`src/rtl/svc_rv_stage_wb_seq.sv`:
```
// Writeback stage: selects the result source, registers the regfile write, counts retires and
// cycles, and parks in HALT after an EBREAK or an upstream trap until resume.
module svc_rv_stage_wb_seq #(
    parameter int unsigned XLEN  = 32,
    parameter int unsigned NSRC  = 6,
    parameter int unsigned CNT_W = 64
) (
    input  logic                          clk,
    input  logic                          rst,
    input  logic                          in_valid,
    output logic                          in_ready,
    input  logic [$clog2(NSRC)-1:0]       in_sel,
    input  logic [NSRC*XLEN-1:0]          in_data,
    input  logic [4:0]                    in_rd,
    input  logic                          in_reg_write,
    input  logic [31:0]                   in_instr,
    input  logic                          in_trap,
    input  logic                          resume,
    output logic                          rd_wen,
    output logic [4:0]                    rd_addr,
    output logic [XLEN-1:0]               rd_data,
    output logic                          halted,
    output logic [1:0]                    halt_cause,
    output logic                          retired,
    output logic [CNT_W-1:0]              instret,
    output logic [CNT_W-1:0]              cycles
);

    localparam int unsigned SelW     = $clog2(NSRC);
    localparam logic [31:0] Ebreak   = 32'h0010_0073;
    localparam logic [1:0]  CauseNone = 2'd0;
    localparam logic [1:0]  CauseEbrk = 2'd1;
    localparam logic [1:0]  CauseTrap = 2'd2;

    typedef enum logic {StRun, StHalt} state_e;

    state_e           state_q, state_d;
    logic             rd_wen_q, rd_wen_d;
    logic [4:0]       rd_addr_q, rd_addr_d;
    logic [XLEN-1:0]  rd_data_q, rd_data_d;
    logic [1:0]       halt_cause_q, halt_cause_d;
    logic             retired_q, retired_d;
    logic [CNT_W-1:0] instret_q, instret_d;
    logic [CNT_W-1:0] cycles_q, cycles_d;

    logic [XLEN-1:0]  sel_data;
    logic             accept;

    // Out-of-range selects match no source and fall through to zero.
    always_comb begin
        sel_data = '0;
        for (int k = 0; k < int'(NSRC); k++) begin
            if (in_sel == SelW'(k)) begin
                sel_data = in_data[k*XLEN +: XLEN];
            end
        end
    end

    assign accept = in_valid && (state_q == StRun);

    always_comb begin
        state_d      = state_q;
        rd_wen_d     = 1'b0;
        rd_addr_d    = rd_addr_q;
        rd_data_d    = rd_data_q;
        halt_cause_d = halt_cause_q;
        retired_d    = 1'b0;
        instret_d    = instret_q;
        cycles_d     = cycles_q + 1'b1;

        if (accept) begin
            rd_addr_d = in_rd;
            rd_data_d = sel_data;
            // A trap outranks EBREAK: no write, no retire.
            if (in_trap) begin
                halt_cause_d = CauseTrap;
                state_d      = StHalt;
            end else begin
                retired_d = 1'b1;
                instret_d = instret_q + 1'b1;
                rd_wen_d  = in_reg_write && (in_rd != 5'd0);
                if (in_instr == Ebreak) begin
                    halt_cause_d = CauseEbrk;
                    state_d      = StHalt;
                end
            end
        end else if ((state_q == StHalt) && resume) begin
            state_d      = StRun;
            halt_cause_d = CauseNone;
        end
    end

    always_ff @(posedge clk) begin
        if (rst) begin
            state_q      <= StRun;
            rd_wen_q     <= 1'b0;
            rd_addr_q    <= '0;
            rd_data_q    <= '0;
            halt_cause_q <= CauseNone;
            retired_q    <= 1'b0;
            instret_q    <= '0;
            cycles_q     <= '0;
        end else begin
            state_q      <= state_d;
            rd_wen_q     <= rd_wen_d;
            rd_addr_q    <= rd_addr_d;
            rd_data_q    <= rd_data_d;
            halt_cause_q <= halt_cause_d;
            retired_q    <= retired_d;
            instret_q    <= instret_d;
            cycles_q     <= cycles_d;
        end
    end

    assign in_ready   = (state_q == StRun);
    assign halted     = (state_q == StHalt);
    assign rd_wen     = rd_wen_q;
    assign rd_addr    = rd_addr_q;
    assign rd_data    = rd_data_q;
    assign halt_cause = halt_cause_q;
    assign retired    = retired_q;
    assign instret    = instret_q;
    assign cycles     = cycles_q;

endmodule

```
`config.mk`:
```
export PLATFORM = sky130hd
export DESIGN_NAME = svc_rv_stage_wb_seq
export DESIGN_NICKNAME = d
export VERILOG_FILES = /design/src/rtl/svc_rv_stage_wb_seq.sv
export SDC_FILE = /design/constraint.sdc
export NUM_CORES = 1
export LEC_CHECK = 0
export ABC_CLOCK_PERIOD_IN_PS = 4600
export BUFFER_PORTS_ARGS = -buffer_cell sky130_fd_sc_hd__buf_4
export CAP_MARGIN = 15
export CELL_PAD_IN_SITES_DETAIL_PLACEMENT = 1
export CELL_PAD_IN_SITES_GLOBAL_PLACEMENT = 1
export CORE_MARGIN = 5
export CORE_UTILIZATION = 25
export CTS_BUF_LIST = sky130_fd_sc_hd__clkbuf_8 sky130_fd_sc_hd__clkbuf_16
export DETAILED_ROUTE_END_ITERATION = 6
export PLACE_DENSITY = 0.73
export SYNTH_ARGS = -nofsm -noshare
export SYNTH_HDL_FRONTEND = slang
export SYNTH_SLANG_ARGS = --single-unit
```
`constraint.sdc`:
```
create_clock -name clk -period 4.6 [get_ports clk]
set_clock_uncertainty 0.15 [all_clocks]
set_input_delay 0.69 -clock clk [delete_from_list [all_inputs] [get_ports clk]]
set_output_delay 0.69 -clock clk [all_outputs]
set_load 0.01 [all_outputs]
```
# ---- Yosys cells after proc, flatten, opt, wreduce, memory -nomap -nowiden
# Index checks and enable logic that the tools add are counted.
dict set report totals {
  ff_bits 170
  output_inout_bits 171
  in_bits 238
}
dict set report classes {
  bitwise 3
  reduce_logical 10
  addsub 2
  mux 15
  eq_ne 7
}
# op n
set ops {}
lappend ops {{two-way mux 32 bit} 6}
lappend ops {{adder 64 x 1 -> 64 bit (second input constant)} 2}
lappend ops {{== test 32 x 21 -> 1 bit (second input constant)} 1}
lappend ops {{two-way mux 2 bit} 4}
lappend ops {{== test 3 x 2 -> 1 bit (second input constant)} 2}
lappend ops {{== test 3 bit (second input constant)} 2}
lappend ops {{two-way mux 1 bit} 5}
lappend ops {{nonzero test 5 bit} 1}
lappend ops {{AND reduction 2 bit} 2}
lappend ops {{== test 3 x 1 -> 1 bit (second input constant)} 1}
lappend ops {{logical AND 1 bit} 3}
lappend ops {{logical NOT 3 bit} 1}
lappend ops {{!= test 3 x 2 -> 1 bit (second input constant)} 1}
lappend ops {{NOT 1 bit} 3}
lappend ops {{OR reduction 3 bit} 1}
lappend ops {{nonzero test 2 bit} 1}
lappend ops {{OR reduction 2 bit} 1}

# ---- Depth between registers and ports, before layout
dict set report depth {
  depth_word 7
  mapped_depth 8
  depth_no_buf 6
}

# ---- Least setup slack after synthesis
# No wires, ideal clock.
dict set report synth_timing {
  path_type {input to register}
  start {input port in_trap}
  end {register instret_q[60], in the netlist instret[60]}
  setup_time_ns 0.070
  required_ns 4.380
  path_slack_ns 2.124
  path_buffers 1
  arrival_time_ns 2.256
  path_stages 6
  path_cell_list {nand4bb_1 -> buf_2 -> nor4_4 -> nand4_2 -> or4_1 -> a21oi_1}
}
dict set report synth_via {
  elab_chain_cells 2
}
# element line
set synth_rtl {}
lappend synth_rtl {{start: declaration} 17} ;# input logic in_trap,
lappend synth_rtl {{NOT 1 bit (no source line)} --}
lappend synth_rtl {{AND reduction 2 bit (no source line)} --}
lappend synth_rtl {{end signal: assignment} 110} ;# instret_q <= instret_d;
lappend synth_rtl {{end: declaration} 43} ;# logic [CNT_W-1:0] instret_q, instret_d;
# No other way between the ends.
# A chain may end at the register's enable or synchronous reset.

# ---- Worst setup path after layout
dict set report layout_timing {
  start {register instret_q[7], in the netlist instret[7]}
  end {register instret_q[60], in the netlist instret[60]}
}
dict set report layout_via {
  elab_chain_cells 1
}
# element line
set layout_rtl {}
lappend layout_rtl {{adder 64 x 1 -> 64 bit} 80} ;# instret_d = instret_q + 1'b1;
# No other way between the ends.

==> summary.txt <==
Worst setup path
  – Crit-path max cell delay: 1.01 ns
  – Register-to-Register Path Depth: 5
  – CP Cell Sequence: nand4_2, nor4_4, nand4_2, or4_1, a21oi_1
  – Kind of critical path: register to register
  – CP max stage cell: nor4_4
  – Crit path capture type: register
  – CP dominant cell by count: nand4_2
  – CP max FO: 18
  – Worst Path Required: roughly 4.8 ns
  – CP Launch Type: register
  – Crit path arrival time: 3.26 ns

Power
  – Tot Pwr: ~0.0034 W
  – Peak supply drop: 0.0002511 V
  – Static leakage: 5.186 nW
  – PD cells: 260.6 nW/um^2

STA
  – TNS Setup: 0 ns
  – Setup-failing EPs final: 0
  – Worst Max-Slew Pin Slew: 1.193 ns
  – Period utilization: 0.6624
  – Relative slew slack: 0.2018
  – FMAX: 328.2 MHz
  – Max Slew Vio Count: 0
  – Post-route minimum period: 3.047 ns
  – Hold Fails Final Rpt: 0
  – Unrepaired setup endpoints after global routing: false

Drt
  – Initial DRC count: 370
  – Routed WL: 39200 um
  – Met3 wire length: 1664 um
  – Wl on met1: 17970 um
  – Drt drc: 0
  – Routed wl met2: 19180 um
  – Max layer used: met4
  – Vias per inst: slightly above 5
  – Routed wire per std cell: roughly 20 um
  – Drt pass-1 iters: 4
  – Remaining antenna violation count after routing: 0
  – Vias: between 10000 and 15000

Layout
  – Non-filler cells, final: 1969
  – Multi-input combinational cell area: around 5300 um^2
  – Register Area: roughly 3400 um^2
  – Layout Area Growth over Synthesis: 44.56%
  – Finished Cell Area: 13080 um^2
  – Nets: around 1700
  – Share of cells above drive strength 1: 0.3311
  – Fill cells: 4358
  – Util after Layout: 0.3667

GRT
  – Tot GR Track Use: 0.1858
  – Initial antenna violation count: 1
  – Number of global-route vias before repair: 10490
  – Largest net degree at the start of global routing: 81
  – First-pass GRT wire length: 60440 um
  – GRT overflow: 0

CTS
  – Root buffer cell: clkbuf_16
  – CTS tree: built
  – Post-CTS Repair Setup Buffers: 0
  – Max clock buf depth: 2
  – Cts bufs inserted: 17
  – Post-CTS resize count: 0
  – Hold Buf Count CTS: 0
  – Clock sink count: 170
  – Clk Latency, worst-skew pair: between 0.4 and 0.5 ns
  – H-tree Lvls: 4
  – Clock-pin slew on the worst setup and hold paths: 0.07 ns

Placed design
  – Port Buffers: 408
  – Gpl congestion: 0.8376
  – Detailed Place HPWL: 30520 um
  – DP Cell Count: 1934
  – DP Area: approximately 12000 um^2

Floorplanning
  – Die height: 200.2 um
  – Starting Density: 0.2537
  – Die Area: between 40000 and 50000 um^2
  – I/O pin count: 409
  – Row Count: 69
  – Core area: 35660 um^2
  – Die Span X: 200.2 um

Outcome
  – Status: finished clean

Synthesis
  – Sequential area share after synthesis: 0.3763
  – Syn_nets: approximately 1400
  – Yosys cell types: 46
  – EDFF count, synth: 0
  – Mapped Cells: 1125
  – FF+latch count, synth: 170
  – Synth Warn #: 0
  – Cell Area, Synth: 9045 um^2
  – Mapped Avg Cell Area: around 8.0 um^2
  – Post-synth ARST share: 0
  – Commonest register cell after synthesis: dfxtp_1

Run
  – Max-Cap Viols: 0

Hold path
  – Hold/Removal Path Class: register to register
  – Hold path cells: 2
[logic make-up after synthesis]
group                    share of synthesized area
flip-flops                                  0.3763
buffers and inverters                      0.03541
AO/OA/AOI/OAI                               0.1697
XOR/XNOR                                   0.07166
multiplexers                               0.05755
adder cells (fa/ha/maj)                   0.002766
AND/OR/NAND/NOR                             0.2866
[critical path, delay by kind of cell (launching register included)]
family	cells	cell delay, ns
and+or+nand+nor	4	2.21
DFF	1	0.46
AOI/OAI and AO/OA	1	0.16
[per-layer routing]
| layer | global-route usage | vias to the layer above |
|---|---|---|
| met3 | 0.03962 | 22 |
| met1 | 0.2437 | 4939 |
| met2 | 0.3200 | 216 |
| met5 | 0 | - |
| met4 | 0.03270 | 0 |
| li1 | - | 4868 |
[cells in the final DEF (no fill, tap or decap), drive strengths merged, types with 17 or more instances in the layout]
master  instances
buf           416
dfxtp         170
nor2          119
nand2         112
a21oi         109
o21ai          70
nand4          65
xor2           54
nand3          45
or3            37
mux2           32
nor4           28
inv            25
xnor2          20
nand2b         19
clkbuf         19
a22oi          17
[power by group]
| part | leakage [nW] | switching [W] | internal (W) |
|---|---|---|---|
| clock network | 0.287 | 0.000680 | 0.000759 |
| registers | 1.38 | 0.0000202 | 0.00150 |
| logic | 3.52 | 0.000210 | 0.000240 |
| total | 5.19 | 0.000910 | 0.00250 |
[state kept, by name, summed over array words and instances (netlist names)]
signal	cells
halted	1
rd_wen	1
retired	1
rd_addr	5
halt_cause	2
cycles	64
rd_data	32
instret	64
[cell usage after synthesis, types with 2 or more instances]
cell | n | area, um^2
nor3_1 | 13 | 65.06
nor4b_1 | 2 | 17.52
and3_1 | 10 | 62.56
o2111ai_1 | 16 | 140.1
and4_1 | 6 | 52.55
nand4_1 | 61 | 381.6
clkbuf_1 | 57 | 214.0
a21oi_1 | 109 | 545.5
nor2_1 | 119 | 446.7
nor4_4 | 6 | 127.6
o31ai_1 | 14 | 105.1
nand4_2 | 3 | 37.54
ha_1 | 2 | 25.02
dfxtp_1 | 170 | 3403
xnor2_1 | 20 | 175.2
o221ai_1 | 16 | 140.1
nor2b_1 | 3 | 18.77
o22ai_1 | 16 | 100.1
inv_1 | 16 | 60.06
nand4b_1 | 3 | 26.28
and2_1 | 3 | 18.77
buf_1 | 7 | 26.28
a22oi_1 | 17 | 127.6
or3_1 | 37 | 231.5
mux2i_1 | 16 | 160.2
mux2_2 | 32 | 360.4
nor4bb_1 | 2 | 20.02
nand2b_1 | 19 | 118.9
or4_1 | 14 | 105.1
o21ai_0 | 70 | 350.3
xor2_1 | 54 | 473.0
nand2_1 | 111 | 416.7
buf_2 | 4 | 20.02
nor4_1 | 22 | 137.6
nand3_1 | 44 | 220.2
[worst paths after layout]
| path | end | from | slack [ns] |
|---|---|---|---|
| worst max-delay path | instret[60]$_SDFFE_PP0P_ | instret[7]$_SDFFE_PP0P_ | 1.55 |
| worst min-delay path | rd_data[5]$_SDFFE_PP0N_ | rd_data[5]$_SDFFE_PP0N_ | 0.31 |
| worst max register to register | instret[60]$_SDFFE_PP0P_ | instret[7]$_SDFFE_PP0P_ | 1.55 |
| worst min register to register | rd_data[5]$_SDFFE_PP0N_ | rd_data[5]$_SDFFE_PP0N_ | 0.31 |
[layout make-up]
type,instances,share of cell area
Clock buffer,17,0.03254
Multi-Input combinational cell,871,0.4078
Timing Repair Buffer,418,0.2399
Inverter,16,0.004593
Sequential cell,170,0.2603
Antenna cell,1,0.0001914
Tap cell,461,0.04411
Clock inverter,15,0.01062
[stage by stage]
| step | worst slack [ns] | hold slack [ns] |
|---|---|---|
| 4_1_cts | 1.565 | 0.3110 |
| 3_5_place_dp | 1.362 | 0.2993 |
| 6_report | 1.553 | 0.3081 |
| 3_3_place_gp | 1.481 | 0.2937 |
| 5_1_grt | 1.318 | 0.3242 |
| 2_1_floorplan | 2.124 | 0.3305 |
No activity file was read; power rests on OpenSTA's default activity.
